<file path="config.mk">
export PLATFORM = sky130hd
export DESIGN_NAME = fft8_frame_loader
export DESIGN_NICKNAME = d
export VERILOG_FILES = /design/src/rtl/fft_pkg.sv /design/src/rtl/frame_bank.sv /design/src/rtl/fft8_frame_loader.sv
export SDC_FILE = /design/constraint.sdc
export NUM_CORES = 1
export LEC_CHECK = 0
export BUFFER_PORTS_ARGS = -buffer_cell sky130_fd_sc_hd__buf_2
export CORE_MARGIN = 2
export CORE_UTILIZATION = 29
export CTS_CLUSTER_SIZE = 10
export DETAILED_ROUTE_END_ITERATION = 6
export PLACE_DENSITY = 0.43
export SLEW_MARGIN = 20
export SYNTH_ARGS = -nofsm -noshare
export SYNTH_HDL_FRONTEND = slang
export SYNTH_HIERARCHICAL = 1
export SYNTH_SLANG_ARGS = --single-unit
</file>
<file path="constraint.sdc">
create_clock -name clk -period 7.1 [get_ports clk]
set_input_delay 1.42 -clock clk [delete_from_list [all_inputs] [get_ports clk]]
set_output_delay 1.42 -clock clk [all_outputs]
set_load 0.03 [all_outputs]
</file>
<file path="src/rtl/fft_pkg.sv">
// rtl/fft_pkg.sv - shared constants and frame types for the fft8 datapath
package fft_pkg;

  localparam int DATA_W    = 32;
  localparam int NPTS      = 8;
  localparam int NPTS_LOG2 = $clog2(NPTS);

  typedef logic [DATA_W-1:0]     sample_t;
  typedef sample_t [NPTS-1:0]    frame_t;

endpackage

</file>
<file path="src/rtl/frame_bank.sv">
// rtl/frame_bank.sv - one NPTS x DATA_W register bank, slot write port, parallel read-out
module frame_bank #(
  parameter int DATA_W = fft_pkg::DATA_W,
  parameter int NPTS   = fft_pkg::NPTS,
  parameter int SLOT_W = $clog2(NPTS)
) (
  input  logic                     clk_i,
  input  logic                     we_i,
  input  logic [SLOT_W-1:0]        slot_i,
  input  logic [DATA_W-1:0]        data_i,
  output logic [NPTS*DATA_W-1:0]   frame_o
);
  import fft_pkg::*;

  // Contents are don't-care after reset, so the storage carries no reset.
  logic [DATA_W-1:0] mem_q [NPTS];

  // Write the addressed slot when enabled.
  always_ff @(posedge clk_i) begin
    if (we_i) begin
      mem_q[slot_i] <= data_i;
    end
  end

  // Slot k lands on bits [k*DATA_W +: DATA_W] so it lines up with core input Ak.
  for (genvar k = 0; k < NPTS; k++) begin : g_slot
    assign frame_o[k*DATA_W +: DATA_W] = mem_q[k];
  end

endmodule

</file>
<file path="src/rtl/fft8_frame_loader.sv">
// rtl/fft8_frame_loader.sv - stream-to-frame ping-pong loader; optional FFT8_LOADER_LAST_CHECK_EN
module fft8_frame_loader #(
  parameter int DATA_W = fft_pkg::DATA_W,
  parameter int NPTS   = fft_pkg::NPTS
) (
  input  logic                     clk,
  input  logic                     rst_n,
  input  logic                     s_valid,
  output logic                     s_ready,
  input  logic [DATA_W-1:0]        s_data,
  input  logic                     s_last,
  output logic                     f_valid,
  input  logic                     f_ready,
  output logic [NPTS*DATA_W-1:0]   f_data,
  output logic                     err
);
  import fft_pkg::*;

  localparam int CNT_W = $clog2(NPTS);
  localparam logic [CNT_W-1:0] LAST_SLOT = CNT_W'(NPTS - 1);

  logic [CNT_W-1:0]        wr_cnt_q, wr_cnt_d;
  logic                    wr_sel_q, wr_sel_d;
  logic                    rd_sel_q, rd_sel_d;
  logic [1:0]              full_q, full_d;
  logic                    err_q, err_d;

  logic                    s_acc;
  logic                    f_acc;
  logic                    last_slot;
  logic                    commit;
  logic                    discard;
  logic [NPTS*DATA_W-1:0]  bank_data [2];

  assign s_ready   = !full_q[wr_sel_q];
  assign f_valid   = full_q[rd_sel_q];
  assign f_data    = bank_data[rd_sel_q];
  assign err       = err_q;

  assign s_acc     = s_valid && s_ready;
  assign f_acc     = f_valid && f_ready;
  assign last_slot = (wr_cnt_q == LAST_SLOT);

  // A bank only receives writes while it is the write target, which is never while full.
  for (genvar b = 0; b < 2; b++) begin : g_bank
    frame_bank #(
      .DATA_W (DATA_W),
      .NPTS   (NPTS),
      .SLOT_W (CNT_W)
    ) u_bank (
      .clk_i   (clk),
      .we_i    (s_acc && (wr_sel_q == 1'(b))),
      .slot_i  (wr_cnt_q),
      .data_i  (s_data),
      .frame_o (bank_data[b])
    );
  end

`ifdef FFT8_LOADER_LAST_CHECK_EN
  // Early s_last throws the partial frame away; a missing s_last still commits by count.
  always_comb begin
    discard = s_acc && s_last && !last_slot;
    err_d   = s_acc && (s_last != last_slot);
    commit  = s_acc && last_slot;
  end
`else
  logic unused_s_last;
  assign unused_s_last = s_last;

  // Framing is purely by count; s_last plays no part.
  always_comb begin
    discard = 1'b0;
    err_d   = 1'b0;
    commit  = s_acc && last_slot;
  end
`endif

  // Pointer, counter and full-flag updates; fill of one bank and drain of the other may coincide.
  always_comb begin
    wr_cnt_d = wr_cnt_q;
    wr_sel_d = wr_sel_q;
    rd_sel_d = rd_sel_q;
    full_d   = full_q;

    if (s_acc) begin
      wr_cnt_d = discard ? '0 : wr_cnt_q + 1'b1;
    end

    if (commit) begin
      full_d[wr_sel_q] = 1'b1;
      wr_sel_d         = !wr_sel_q;
    end

    // A frame accept requires full[rd_sel] while a commit requires !full[wr_sel],
    // so the two never target the same bank in one cycle.
    if (f_acc) begin
      full_d[rd_sel_q] = 1'b0;
      rd_sel_d         = !rd_sel_q;
    end
  end

  // Control state register; reset drops any partial or pending frames.
  always_ff @(posedge clk) begin
    if (!rst_n) begin
      wr_cnt_q <= '0;
      wr_sel_q <= 1'b0;
      rd_sel_q <= 1'b0;
      full_q   <= 2'b00;
      err_q    <= 1'b0;
    end else begin
      wr_cnt_q <= wr_cnt_d;
      wr_sel_q <= wr_sel_d;
      rd_sel_q <= rd_sel_d;
      full_q   <= full_d;
      err_q    <= err_d;
    end
  end

endmodule

</file>
Word level (Yosys, flattened, before mapping):

Memory sizes are Yosys's and may differ from the RTL's.
Index checks and enable logic that the tools add are counted.

* flip-flop bits (word level): 7
* RAM bits: 512
* memories kept: 2

Memory list
* g_bank[0].u_bank.mem_q: words 8, width 32, rd ports 8, clocked after Yosys merged registers in 0, write ports 1, RTL line frame_bank.sv:16 `logic [DATA_W-1:0] mem_q [NPTS];`
* g_bank[1].u_bank.mem_q: words 8, width 32, rd ports 8, clocked after Yosys merged registers in 0, write ports 1, RTL line frame_bank.sv:16

* $add $sub $neg: 1
* $lt $le $gt $ge: 5
* eq/ne operators: 1
* muxes and demuxes: 17
* bitwise logic cells: 5
* reductions and logical operators: 10

Operator list (number)
* 256-bit 2-to-1 mux: 3
* 1-bit 2-to-1 mux: 10
* 1-bit logical AND: 7
* 1-bit by 2-bit < comparator with 1-bit output (second input constant): 2
* 2-bit 2-to-1 mux: 2
* 3-bit by 1-bit adder with 3-bit output (second input constant): 1
* 3-bit == test (second input constant): 1
* 1-bit logical NOT: 3
* 2-bit AND: 1
* 1-bit demux with 1-bit select: 2
* 1-bit >= comparator (second input constant): 2
* 2-bit >= comparator (second input constant): 1
* 1-bit inverter with 2-bit output: 1
* 2-bit inverter: 1
* 2-bit bitwise OR: 1
* 1-bit inverter: 1

Longest topological paths before layout:

* depth in word-level cells: 8
* gate-level depth with buffers: 6

Hierarchy:

The synthesis kept the hierarchy.

Modules (own cells, without submodules)
* frame_bank: instances 2, cells an instance 264, area each 7783.7 um^2
* fft8_frame_loader: instances 1, cells an instance 324, area each 4274.1 um^2

Worst setup path before layout:

No wires, ideal clock.

* path kind: input-to-reg
* from: input port s_valid
* to: memory g_bank[0].u_bank.mem_q[0][0], enable pin
* library setup time: 440 ps
* data arrival time: 3697 ps
* setup slack: 2963 ps
* stages on the path: 2
* cells stage by stage: nor3b_1 > nor4b_2

* word-level cells in the longest chain between the ends: 4

Ends and longest elaborated chain
* start, declared: RTL line fft8_frame_loader.sv:8 `input logic s_valid,`
* 1-bit logical AND: RTL line fft8_frame_loader.sv:40 `assign s_acc = s_valid && s_ready;`
* 1-bit logical AND: RTL line fft8_frame_loader.sv:52 `.we_i (s_acc && (wr_sel_q == 1'(b))),`
* 1-bit 2-to-1 mux: RTL line frame_bank.sv:20 `if (we_i) begin`
* 1-bit 2-to-1 mux (implied by the code): RTL line frame_bank.sv:21 `mem_q[slot_i] <= data_i;`
* end, declared: RTL line frame_bank.sv:16

No other way between the ends.

Worst setup path after layout:

* from: register rd_sel_q
* to: output port f_data[6]

* word-level cells in the longest chain between the ends: 4

Ends and longest elaborated chain
* start, declared: RTL line fft8_frame_loader.sv:24 `logic rd_sel_q, rd_sel_d;`
* start signal, assigned: RTL line fft8_frame_loader.sv:113 `rd_sel_q <= rd_sel_d;`
* 1-bit inverter with 2-bit output (implied by the code): RTL line fft8_frame_loader.sv:37 `assign f_data = bank_data[rd_sel_q];`
* 256-bit 2-to-1 mux (implied by the code) (3 in series): RTL line fft8_frame_loader.sv:37
* end, declared: RTL line fft8_frame_loader.sv:14 `output logic [NPTS*DATA_W-1:0] f_data,`

No other way between the ends. The select of a mux whose other input is x is not followed.

==> impl_metrics.ini <==
[timing]
post-route-min-period_ns = 4.129
hold_viol = 0
clock_skew_ns = 0.01067
whs_ns = 0.5520
fin_setup_tns_ns = 0
slew_viol_final = 0
setup_viol = 0
rsz0062_at_grt = false
period_share_pct = 58.16
worst_pin_slew_ns = 0.9804
slew_headroom_pct = 34.64
max_freq_mhz = 242.2

[place]
io_buffers = 293
dp_hpwl_um = 28940
placed_cell_area_um2 = 22280
place.gp.congestion = 0.6915

[worst_setup_path]
critical_path_class = reg -> out
reg2reg_depth = 3
slowest_stage = dfxtp_4
end_kind = output port
cp-start-kind = flip-flop
path_cells = buf_12, mux2_2, buf_2
critPathMaxStageDelay_ns = 0.67
crit_fanout = 107
crit_arrival_ns = 2.71
cp.required_ns = 5.68
path_buf_inv = 2
crit_family = buffers and inverters
cp.depth = 3

[finish]
area_growth_pct = 21.00
fin_nets = 1233
drive_gt1_share_pct = 53.81
multi_input_area_um2 = 4041
fillers = 6313
final_design_area_no_fill_um2 = 24010
regArea_um2 = 15520
diodes = 0

[clocking]
clk_pin_slew_ns = 0.06
cts_tree = done
cts_root_buffer = clkbuf_16
hold_buffers = 0
clkSinkCount = 519
clockBufferDepth = 3
cts_buffers = 61
htree_levels = 2
postCtsSetupRepairBufs = 0
cts_resized = 0
clk_latency_ns = 0.60

[status]
outcome = complete, no violations

[floorplanning]
die_w_um = 265.6
die_h_um = 265.6
row_count = 95
start_util_pct = 29.44
core-area_um2 = 67400
pin_count = 296
design.die.area_um2 = 70530

[drt]
drtIter0Drc = 419
wl_per_cell_um = 23.48
route.detailed.drc = 0
first_pass_iters = 4
drt_wl_total_um = 49120
vias = 9162
antenna_left = 0
vias_per_cell = 4.380

[logic_synthesis]
synthesis.nets = 891
syn_area_um2 = 19840
ys_types = 29
yosys_warnings = 6
ys.flop_type = edfxtp_1
ys_ff_latch = 519
netlist_top_cells_count = 512 x edfxtp_1, 198 x mux2_4, 59 x mux2_2
avgSynthCellArea_um2 = 23.29
ys_async_sr_fraction_pct = 0
synth_area_leaders = edfxtp_1 77%, mux2_4 15%, mux2_2 3.3%
synth_largest_area_cell = edfxtp_1
synth_top_area_share_pct = 77.49
yosysMostFrequentCell = edfxtp_1
syn_inst = 852
synth_edf_count = 512
yosysSeqAreaShare_pct = 78.19

[global_route]
grt_pass1_vias = 9683
antenna_found_initial = 1
grt_pass1_wl_um = 69720
track_usage_pct = 13.74
grt.overflow.total = 0
grt_start_max_net_pins = 108

[run]
maxCapViolations = 0

[min_path]
hp-class = reg -> reg
min_path_cells = 2

[power_and_ir_drop]
vdd_drop_max_mv = 0.2011
static-leakage-power_nw = 8.479
p_per_area_nw_per_um2 = 267.2
-- stage by stage --
stage          utilization, %  std cells  worst slack, ns  power, mW
6_report                35.62       2092            2.971      6.415
2_1_floorplan               -        852            2.963      3.578
3_5_place_dp            33.05       2004            3.000      3.690
3_3_place_gp            33.04       2004            3.014      3.685
5_1_grt                 35.62       2092            2.855      6.638
4_1_cts                 35.62       2092            2.932      6.519
-- cell families after synthesis --
kind of cell / Yosys count / share of synthesized area, %
AND/OR/NAND/NOR: 33 / 1.438
multiplexers: 260 / 18.48
adder cells (fa/ha/maj): 2 / 0.1261
other: 1 / 0.01890
buffers and inverters: 32 / 1.551
flip-flops: 519 / 78.19
AO/OA/AOI/OAI: 5 / 0.1891
-- registers in the layout, summed over array words and instances (netlist names) --
name,flops
wr_sel_q,1
rd_sel_q,1
full_q,2
wr_cnt_q,3
g_bank.u_bank/mem_q,512
-- cell type report --
| type | count | area share, % |
|---|---|---|
| clock buffers | 78 | 6.801 |
| repair buffers | 310 | 6.744 |
| well taps | 873 | 4.550 |
| flip-flops and latches | 519 | 64.64 |
| multi-input cells | 301 | 16.83 |
| inverters | 1 | 0.01563 |
| clock inverters | 10 | 0.4169 |
-- power by group --
group	switching (mW)	total [mW]	internal, mW
clock	1.14	2.80	1.65
combinational	0.152	0.206	0.0538
sequential	0.0110	3.41	3.40
total	1.31	6.42	5.11
-- placed cells by master, fill, tap and decap left out, types with 2 or more instances in the layout --
cell type	count
buf_12	2
clkbuf_1	15
mux2_2	59
and4b_4	2
and4_2	2
nor4b_4	2
dfxtp_1	6
bufinv_16	2
clkinv_1	5
ha_1	2
a21oi_1	2
nand2_1	8
nor2_1	2
clkbuf_16	63
buf_2	293
o221a_2	2
buf_4	15
and4b_2	4
and4bb_2	6
mux2i_1	3
mux2_4	198
edfxtp_1	512
-- metal layers --
metal / share of wire (%) / track usage, % / vias to the layer above / routed length [µm]
met3: 7.2 / 4.555 / 67 / 3514
met5: 0.026 / 0 / - / 13
li1: - / - / 4087 / -
met4: 1.8 / 3.568 / 2 / 881
met1: 42 / 17.20 / 4769 / 20870
met2: 49 / 22.86 / 237 / 23850
-- worst register-to-register path, delay by kind of cell, from the launching register on --
kind          cells  cell delay [ns]
buf+inv           1             0.53
flops             1             0.37
simple gates      2             1.56
-- final timing paths --
kind / endpoint / start / slack (ns)
hold reg to reg: full_q[1] / full_q[1] / 0.55
setup reg to reg: g_bank[0].u_bank/mem_q[0][9] / full_q[0] / 4.25
setup / recovery: f_data[6] / rd_sel_q / 2.97
hold / removal: full_q[1] / full_q[1] / 0.55
(Power assumes the default switching activity.)
